--- src/rtl/sevenseg_scan_pkg.sv ---
// Shared constants for the seven-segment scan driver.
// Segment encoding: bit0=a ... bit6=g, active-high.
package sevenseg_scan_pkg;

    localparam int unsigned SEG_W = 7;

    localparam logic [SEG_W-1:0] SEG_0   = 7'b0111111;
    localparam logic [SEG_W-1:0] SEG_1   = 7'b0000110;
    localparam logic [SEG_W-1:0] SEG_2   = 7'b1011011;
    localparam logic [SEG_W-1:0] SEG_3   = 7'b1001111;
    localparam logic [SEG_W-1:0] SEG_4   = 7'b1100110;
    localparam logic [SEG_W-1:0] SEG_5   = 7'b1101101;
    localparam logic [SEG_W-1:0] SEG_6   = 7'b1111100;
    localparam logic [SEG_W-1:0] SEG_7   = 7'b0000111;
    localparam logic [SEG_W-1:0] SEG_8   = 7'b1111111;
    localparam logic [SEG_W-1:0] SEG_9   = 7'b1100111;
    localparam logic [SEG_W-1:0] SEG_OFF = 7'b0000000;

endpackage

--- src/rtl/sevenseg_scan_bcd_to_seg.sv ---
// Combinational BCD to seven-segment decode.
// Ports: bcd (4-bit nibble in), seg_c (7-bit segments out, non-BCD codes dark).
module bcd_to_seg
    import sevenseg_scan_pkg::*;
(
    input  logic [3:0]       bcd,
    output logic [SEG_W-1:0] seg_c
);

    always_comb begin
        seg_c = SEG_OFF;
        case (bcd)
            4'd0:    seg_c = SEG_0;
            4'd1:    seg_c = SEG_1;
            4'd2:    seg_c = SEG_2;
            4'd3:    seg_c = SEG_3;
            4'd4:    seg_c = SEG_4;
            4'd5:    seg_c = SEG_5;
            4'd6:    seg_c = SEG_6;
            4'd7:    seg_c = SEG_7;
            4'd8:    seg_c = SEG_8;
            4'd9:    seg_c = SEG_9;
            default: seg_c = SEG_OFF;
        endcase
    end

endmodule

--- src/rtl/sevenseg_scan.sv ---
// Time-multiplexed multi-digit seven-segment driver with frame-aligned
// double buffering, blanking window, leading-zero suppression and decimal points.
// Ports: clk, rstn (async active-low), enable, load/value (BCD nibbles),
//        dp, lz_blank in; segments, seg_dp, digit_en, frame_done, pending out.
module sevenseg_scan
    import sevenseg_scan_pkg::*;
#(
    parameter int unsigned DIGITS   = 4,
    parameter int unsigned PRESCALE = 1000,
    parameter int unsigned BLANK    = 50
)(
    input  logic                clk,
    input  logic                rstn,
    input  logic                enable,
    input  logic                load,
    input  logic [4*DIGITS-1:0] value,
    input  logic [DIGITS-1:0]   dp,
    input  logic                lz_blank,
    output logic [SEG_W-1:0]    segments,
    output logic                seg_dp,
    output logic [DIGITS-1:0]   digit_en,
    output logic                frame_done,
    output logic                pending
);

    localparam int unsigned TW = (PRESCALE > 1) ? $clog2(PRESCALE) : 1;
    localparam int unsigned SW = (DIGITS > 1) ? $clog2(DIGITS) : 1;
    localparam int unsigned VW = 4 * DIGITS;

    logic [TW-1:0]     tick_q, tick_d;
    logic [SW-1:0]     slot_q, slot_d;
    logic [VW-1:0]     active_q, active_d;
    logic [VW-1:0]     shadow_q, shadow_d;
    logic              pending_q, pending_d;
    logic [SEG_W-1:0]  segments_q, segments_d;
    logic              seg_dp_q, seg_dp_d;
    logic [DIGITS-1:0] digit_en_q, digit_en_d;
    logic              frame_done_q, frame_done_d;

    logic              tick_last_c, slot_last_c, wrap_c;
    logic [3:0]        nibble_c;
    logic              dp_sel_c, supp_c, any_nz_c;
    logic [DIGITS-1:0] sel_c, lz_zero_c;
    logic [SEG_W-1:0]  seg_c;

    // State register
    always_ff @(posedge clk or negedge rstn) begin
        if (!rstn) begin
            tick_q       <= '0;
            slot_q       <= '0;
            active_q     <= '0;
            shadow_q     <= '0;
            pending_q    <= 1'b0;
            segments_q   <= '0;
            seg_dp_q     <= 1'b0;
            digit_en_q   <= '0;
            frame_done_q <= 1'b0;
        end else begin
            tick_q       <= tick_d;
            slot_q       <= slot_d;
            active_q     <= active_d;
            shadow_q     <= shadow_d;
            pending_q    <= pending_d;
            segments_q   <= segments_d;
            seg_dp_q     <= seg_dp_d;
            digit_en_q   <= digit_en_d;
            frame_done_q <= frame_done_d;
        end
    end

    // Scan counters; the wrap edge is the last tick of the last slot
    always_comb begin
        tick_last_c = (tick_q == TW'(PRESCALE - 1));
        slot_last_c = (slot_q == SW'(DIGITS - 1));
        wrap_c      = enable & tick_last_c & slot_last_c;
        tick_d      = tick_q;
        slot_d      = slot_q;
        if (!enable) begin
            tick_d = '0;
            slot_d = '0;
        end else if (tick_last_c) begin
            tick_d = '0;
            slot_d = slot_last_c ? '0 : slot_q + SW'(1);
        end else begin
            tick_d = tick_q + TW'(1);
        end
    end

    // Double buffer: new data reaches the display only on a frame boundary
    always_comb begin
        active_d  = active_q;
        shadow_d  = shadow_q;
        pending_d = pending_q;
        if (!enable) begin
            if (load) begin
                active_d  = value;
                pending_d = 1'b0;
            end
        end else if (wrap_c) begin
            if (load) begin
                active_d  = value;
                pending_d = 1'b0;
            end else if (pending_q) begin
                active_d  = shadow_q;
                pending_d = 1'b0;
            end
        end else if (load) begin
            shadow_d  = value;
            pending_d = 1'b1;
        end
    end

    // lz_zero_c[k]: all active nibbles from the top digit down to k are zero
    always_comb begin
        any_nz_c  = 1'b0;
        lz_zero_c = '0;
        for (int k = DIGITS - 1; k >= 0; k--) begin
            any_nz_c     = any_nz_c | (active_q[4*k +: 4] != 4'd0);
            lz_zero_c[k] = ~any_nz_c;
        end
    end

    // Current-slot selection
    always_comb begin
        nibble_c = 4'd0;
        dp_sel_c = 1'b0;
        supp_c   = 1'b0;
        sel_c    = '0;
        for (int k = 0; k < DIGITS; k++) begin
            if (slot_q == SW'(k)) begin
                nibble_c = active_q[4*k +: 4];
                dp_sel_c = dp[k];
                sel_c[k] = 1'b1;
                supp_c   = lz_blank && (k != 0) && lz_zero_c[k];
            end
        end
    end

    bcd_to_seg u_dec (
        .bcd   (nibble_c),
        .seg_c (seg_c)
    );

    // Output window: dark during blank ticks; suppressed digits keep only dp
    always_comb begin
        segments_d   = SEG_OFF;
        seg_dp_d     = 1'b0;
        digit_en_d   = '0;
        frame_done_d = wrap_c;
        if (enable && (tick_q >= TW'(BLANK))) begin
            seg_dp_d = dp_sel_c;
            if (!supp_c) begin
                digit_en_d = sel_c;
                segments_d = seg_c;
            end
        end
    end

    assign segments   = segments_q;
    assign seg_dp     = seg_dp_q;
    assign digit_en   = digit_en_q;
    assign frame_done = frame_done_q;
    assign pending    = pending_q;

endmodule

--- config.mk ---
export PLATFORM = sky130hd
export DESIGN_NAME = sevenseg_scan
export DESIGN_NICKNAME = d
export VERILOG_FILES = /design/src/rtl/sevenseg_scan_pkg.sv /design/src/rtl/sevenseg_scan_bcd_to_seg.sv /design/src/rtl/sevenseg_scan.sv
export SDC_FILE = /design/constraint.sdc
export NUM_CORES = 1
export LEC_CHECK = 0
export ABC_CLOCK_PERIOD_IN_PS = 2700
export CORE_UTILIZATION = 55
export CTS_CLUSTER_DIAMETER = 50
export DETAILED_ROUTE_END_ITERATION = 10
export GPL_ROUTABILITY_DRIVEN = 0
export GPL_TIMING_DRIVEN = 0
export PLACE_DENSITY_LB_ADDON = 0.08
export SYNTH_ARGS = -nofsm -noshare
export SYNTH_HDL_FRONTEND = slang
export SYNTH_SLANG_ARGS = --single-unit
--- constraint.sdc ---
create_clock -name clk -period 2.7 [get_ports clk]
set_clock_uncertainty 0.05 [all_clocks]
set_input_delay 0.675 -clock clk [delete_from_list [all_inputs] [get_ports clk]]
set_output_delay 0.675 -clock clk [all_outputs]
set_load 0.005 [all_outputs]
=== After elaboration in Yosys (flattened, before gate mapping) ===
Memory sizes are Yosys's and may differ from the RTL's.
Cells that the tools add are included.

* Bits in registers: 58
* Memory bits (read-only): 112
* Input bits: 25
* Output and inout bits: 14
* Memories: 1

* $add $sub $neg: 2
* $lt $le $gt $ge: 1
* Equality and inequality tests: 7
* Multiplexer cells: 34
* Bitwise operators: 8
* Reductions and logical operators: 13

{| class="wikitable"
|+ Memory list
! memory !! depth !! bits a word !! rd ports !! clocked after Yosys merged registers in !! write ports !! RTL line !! source
|-
| (no name shown) || 16 || 7 || 1 || 0 || 0 || sevenseg_scan_bcd_to_seg.sv:12 || <nowiki>case (bcd)</nowiki>
|}

{| class="wikitable"
|+ Operators by type and width
! operator !! number
|-
| two-way mux 16 bit || 5
|-
| two-way mux 4 bit || 6
|-
| two-way mux 10 bit || 2
|-
| two-way mux 1 bit || 16
|-
| two-way mux 7 bit || 2
|-
| nonzero test 4 bit || 3
|-
| adder 10 x 1 -> 10 bit, second input constant || 1
|-
| == test 10 bit, second input constant || 1
|-
| >= comparator 10 x 6 -> 1 bit, second input constant || 1
|-
| two-way mux 2 bit || 3
|-
| AND reduction 3 bit || 2
|-
| == test 2 bit, second input constant || 2
|-
| logical AND 1 bit || 4
|-
| inequality test 2 x 1 -> 1 bit, second input constant || 2
|-
| inverter 1 bit || 4
|-
| nonzero test 2 bit || 2
|-
| inequality test 3 bit, second input constant || 1
|-
| adder 2 x 1 -> 2 bit, second input constant || 1
|-
| AND 1 bit || 2
|-
| == test 2 x 1 -> 1 bit, second input constant || 1
|-
| logical NOT 2 bit || 1
|-
| OR 1 bit || 2
|-
| AND reduction 2 bit || 1
|}

=== Longest topological paths before layout ===
* Depth after elaboration: 10
* Mapped depth: 11
* Gate-level depth less buffers: 10

=== Hierarchy ===
From an unflattened synthesis, not the netlist that was laid out.

* Cells, all modules: 245
* Area total of the unflattened synthesis: 2957.8 um^2

{| class="wikitable"
|+ By module, submodules not included
! module !! times used !! cells an instance !! area an instance (um^2) !! sequential area each (um^2)
|-
| sevenseg_scan || 1 || 218 || 2772.7 || 1451.4
|-
| bcd_to_seg || 1 || 27 || 185.2 || 0.0
|}

=== Worst setup path after synthesis ===
No wires, ideal clock.

* Path type: reg2reg
* Start point: register slot_q[0]
* End point: register segments_q[6], in the netlist segments[6]
* Setup time: 82 ps
* Data arrival time: 1991 ps
* Path slack: 577 ps
* Cell stages (with the launch flop): 11
* Cells stage by stage: dfrtp_1 -> inv_1 -> ha_1 -> buf_2 -> nor2_1 -> o211ai_1 -> nand2_1 -> inv_1 -> ha_1 -> or3_1 -> a31oi_1

* Word-level cells in the longest chain between the ends: 8
* Elaborated cells on any way between the ends: 14
* Classes of those cells: eq/ne (3); mux (9); reduce/logical (1); memory (1)

{| class="wikitable"
|+ Ends and longest elaborated chain
! element !! RTL line !! source
|-
| start: declaration || sevenseg_scan.sv:31 || <nowiki>logic [SW-1:0] slot_q, slot_d;</nowiki>
|-
| start signal: assignment || sevenseg_scan.sv:60 || <nowiki>slot_q <= slot_d;</nowiki>
|-
| logical NOT 2 bit || sevenseg_scan.sv:130 || <nowiki>if (slot_q == SW'(k)) begin</nowiki>
|-
| two-way mux 4 bit (4 in a row) || sevenseg_scan.sv:130 ||
|-
| memory (16 x 7 bit) || - ||
|-
| two-way mux 7 bit (*) || sevenseg_scan.sv:152 || <nowiki>if (!supp_c) begin</nowiki>
|-
| two-way mux 7 bit (*) || sevenseg_scan.sv:150 || <nowiki>if (enable && (tick_q >= TW'(BLANK))) begin</nowiki>
|-
| via segments_d[6] || sevenseg_scan.sv:35 || <nowiki>logic [SEG_W-1:0] segments_q, segments_d;</nowiki>
|-
| end signal: assignment || sevenseg_scan.sv:64 || <nowiki>segments_q <= segments_d;</nowiki>
|-
| end: declaration || sevenseg_scan.sv:35 ||
|}

Mark *: on every way through the listed nets, which the timed path passes. The rest lies on a longest branch.
A chain may end at the register's enable or synchronous reset.

=== Final worst setup path ===
* Start point: register slot_q[0]
* End point: register segments_q[5], in the netlist segments[5]

Same word-level chain as after synthesis.

==> flow_summary.rst <==
.. list-table::
   :header-rows: 1

   * - Metric
     - Value
   * - Outcome
     - complete, no violations
   * - Final clock period utilization by the worst path
     - 92.0%
   * - Internal power consumption
     - 0.00174 W
   * - Final critical-path required period
     - between 2 and 2.5 ns
   * - Register area share after synthesis
     - 49.9%
   * - Synthesized Nets
     - between 300 and 400
   * - Simple-gate share of the synthesized area
     - 15.7%
   * - Number of nets with antenna violations after routing
     - 0
   * - Worst-case vdd ir drop
     - between 400 and 500 uV
   * - Area fraction of the dominant cell type after synthesis
     - roughly half
   * - Xor and xnor fraction of the mapped netlist area
     - under 10%
   * - Post-detailed-placement half-perimeter wirelength
     - 3950 um
   * - Worst stage delay on the critical path
     - 0.43 ns
   * - Arrival @ worst endpoint
     - around 2.7 ns
   * - Part of the total power dissipated in combinational logic
     - roughly an eighth
   * - Share of synthesized cell area in full adder, half adder and majority cells
     - 4.30%
   * - Total congestion overflow after global routing
     - 0
   * - Critical path class
     - reg2reg
   * - Most common cell in the netlist
     - sky130_fd_sc_hd__dfrtp_1
   * - Number of optimization iterations in the first detailed-route pass
     - 4
   * - Vias post-DR
     - 2,116
   * - Iter 0 DRT Violations
     - 129
   * - DRC Markers
     - 0
   * - Count of distinct cell types in the synthesized netlist
     - 46
   * - DR vias/cell
     - 5.36
   * - Initial standard-cell utilization of the core
     - 56.9%
   * - Clock transition at the register clock pins on the worst setup and hold paths after CTS
     - ~0.07 ns
   * - Series of cell instances along the critical path
     - inv_1 -> ha_1 -> buf_2 -> nor2_1 -> o211ai_1 -> nand2_1 -> inv_1 -> ha_1 -> or3_1 -> a21oi_1
   * - Global-route wire length before repair
     - 9690 um
   * - Remaining max-slew budget at the tightest pin
     - 70.5%
   * - Compound-cell area share of the yosys netlist
     - between 10% and 20%
   * - Die width
     - 74.7 um
   * - Number of slew-limit violations in the final report
     - 0
   * - Measured slew at the worst slew-check pin
     - about 0.44 ns
   * - Number of synthesized register bits
     - 58
   * - Post-CTS setup buffer count
     - 0
   * - Mean cell area of the mapped netlist
     - 10.8 um^2
   * - Net switching fraction of the power
     - 24.3%
   * - Type of destination of the critical path
     - register
   * - Required time worst endpoint
     - 2.92 ns
   * - Synthesis Warnings
     - 0
   * - Top Ports
     - 39
   * - Worst hold margin
     - 0.201 ns
   * - Share of async-settable or async-resettable flops after synthesis
     - 100%
   * - Number of diodes added for antenna fixing
     - 0
   * - WL final
     - roughly 5600 um
   * - CTS tree
     - done
   * - Hold Path Class
     - in2async
   * - Netlist Area Pre-Place
     - ~2900 um^2
   * - Fraction of layout instances using a drive strength above 1
     - 15.4%
   * - Number of antenna violations at the first check in global routing
     - 0
   * - Worst setup slack after layout
     - 0.217 ns
   * - CTS buffer count
     - 9
   * - Cell accounting for the most synthesized area
     - sky130_fd_sc_hd__dfrtp_1
   * - Total clock sinks
     - 58
   * - Master cell of the clock root buffer
     - sky130_fd_sc_hd__clkbuf_8
   * - Die Footprint
     - 5580 um^2
   * - Largest buffer count on any clock path
     - 2
   * - Total negative slack for setup checks
     - 0 ns
   * - Power share of the sequential group
     - 43.6%
   * - Leakage power summed over all cells
     - 1.68 nW
   * - # nets final
     - 355
   * - Final routed wire length divided by cell count
     - 14.2 um
   * - Share of synthesized area spent on multiplexers
     - 13.7%
   * - Input/output buffers
     - 38
   * - Peak clock frequency supported by timing
     - 403 MHz
   * - Number of cell instances on the worst register-to-register path
     - 10
   * - Number of global-route vias before repair
     - 2,101
   * - Total Routing Usage GR
     - about a quarter
   * - Number of setup violations in the final report
     - 0
   * - # rows
     - 26
   * - Core area
     - 5110 um^2
   * - Finished layout cell area
     - 3650 um^2
   * - Die height
     - roughly 75 um
   * - Startpoint class of the critical path
     - register
   * - PD cells
     - 632 nW/um^2
   * - Area growth from synthesis to layout
     - 25.5%
   * - Top cell types by occurrence after synthesis
     - sky130_fd_sc_hd__dfrtp_1 (58), sky130_fd_sc_hd__nand2_1 (31), sky130_fd_sc_hd__nor2_1 (22), sky130_fd_sc_hd__o21ai_0 (21), sky130_fd_sc_hd__mux2i_1 (18)
   * - Max capacitance violation total
     - 0
   * - Switching power
     - 0.000560 W
   * - Clock latency at the later pin of the worst-skew pair
     - 0.35 ns
   * - Cell Area, Placed
     - 3390 um^2
   * - Fillcell total
     - 406
   * - Crit Path Max Fanout
     - 9
   * - Clock Power Share
     - 43.2%
   * - Synthesized netlist cell count
     - 270
   * - Post-place setup slack
     - 0.0226 ns
   * - Count of flip-flops with a built-in enable after synthesis
     - 0
   * - H-tree depth
     - 3
   * - Synth top area cells
     - sky130_fd_sc_hd__dfrtp_1 (50%), sky130_fd_sc_hd__mux2i_1 (6.2%), sky130_fd_sc_hd__mux2_4 (5.2%)
   * - Largest net degree at the start of global routing
     - 41
   * - Final hold violations
     - 0
   * - Dominant register cell in the synthesized netlist
     - sky130_fd_sc_hd__dfrtp_1
   * - Main combinational cell family by area after synthesis
     - simple AND/OR/NAND/NOR gates
   * - Worst path slowest cell
     - sky130_fd_sc_hd__dfrtp_1
==> state kept, by name, indices dropped and copies added, names as in the netlist <==
register    flops
pending         1
shadow_q       16
frame_done      1
tick_q         10
slot_q          2
seg_dp          1
digit_en        4
active_q       16
segments        7
==> area by class of cell <==
type / count / area [um^2] / share of cell area, %
Clock buffer: 10 / 138 / 3.77
Tap cell: 70 / 87.6 / 2.40
Clock inverter: 6 / 114 / 3.12
Timing Repair Buffer: 39 / 395 / 10.8
Inverter: 10 / 37.5 / 1.03
Multi-Input combinational cell: 190 / 1360 / 37.3
Buffer: 12 / 65.1 / 1.78
Sequential cell: 58 / 1450 / 39.8
==> cells by family (layout without fill, tap and decap cells) <==
logic type               Yosys count  count (layout)
AO/OA/AOI/OAI                     48              48
XOR/XNOR                           8               8
adder cells (fa/ha/maj)           10              10
buffers and inverters             22              77
flip-flops                        58              58
multiplexers                      34              34
AND/OR/NAND/NOR                   90              90
==> through the flow <==
stage               cells  util, %  total power (W)
global placement      378     66.1          0.00131
finish                395     71.4          0.00231
floorplan             270        -          0.00120
global route          395     71.4          0.00242
detailed placement    379     66.4          0.00132
CTS                   395     71.3          0.00232
==> critical path, delay by kind of cell (launching register included) <==
family | cells | cell delay [ns]
fa+ha+maj | 2 | 0.36
compound gates | 2 | 0.38
simple gates | 3 | 0.86
flops | 1 | 0.43
buf+inv | 3 | 0.33
==> cells in the final DEF (no fill, tap or decap), types with 6 or more instances in the layout <==
master,synthesis,final
sky130_fd_sc_hd__a21oi_1,10,10
sky130_fd_sc_hd__buf_2,7,8
sky130_fd_sc_hd__clkbuf_8,0,10
sky130_fd_sc_hd__clkdlybuf4s50_1,0,37
sky130_fd_sc_hd__dfrtp_1,58,58
sky130_fd_sc_hd__ha_1,10,10
sky130_fd_sc_hd__inv_1,10,10
sky130_fd_sc_hd__mux2_2,6,6
sky130_fd_sc_hd__mux2_4,10,10
sky130_fd_sc_hd__mux2i_1,18,18
sky130_fd_sc_hd__nand2_1,31,31
sky130_fd_sc_hd__nor2_1,22,22
sky130_fd_sc_hd__o21ai_0,21,21
sky130_fd_sc_hd__xnor2_1,6,6
==> repair_timing <==
item	4_1_cts	5_1_grt
resized for setup	0	1
endpoints found under the setup margin	0	1
hold buffers	0	0
endpoints found under the hold margin	0	0
==> metal layers <==
metal | part of all wire (%) | GRT usage [%]
met5 | 0 | 0
met3 | 4.7 | 8.84
met2 | 47 | 38.3
met4 | 1.5 | 10.1
met1 | 47 | 29.1
==> power by group through the flow <==
stage | combinational (W) | sequential (W) | clock [W]
floorplan | 0.000203 | 0.00100 | 0
global placement | 0.000294 | 0.00102 | 0
detailed placement | 0.000303 | 0.00102 | 0
CTS | 0.000305 | 0.00101 | 0.00101
global route | 0.000342 | 0.00102 | 0.00106
finish | 0.000305 | 0.00101 | 0.000995
==> worst paths after layout <==
path / end / start / slack [ns]
worst max-delay path: segments[5] / slot_q[0] / 0.22
worst min-delay path: tick_q[6] / rstn / 0.20
worst max register to register: segments[5] / slot_q[0] / 0.22
worst min register to register: tick_q[0] / tick_q[0] / 0.43
max in group asynchronous: shadow_q[14] / rstn / 1.86
min in group clk: tick_q[0] / tick_q[0] / 0.43
Note: power is estimated with default switching activity, not from simulation.
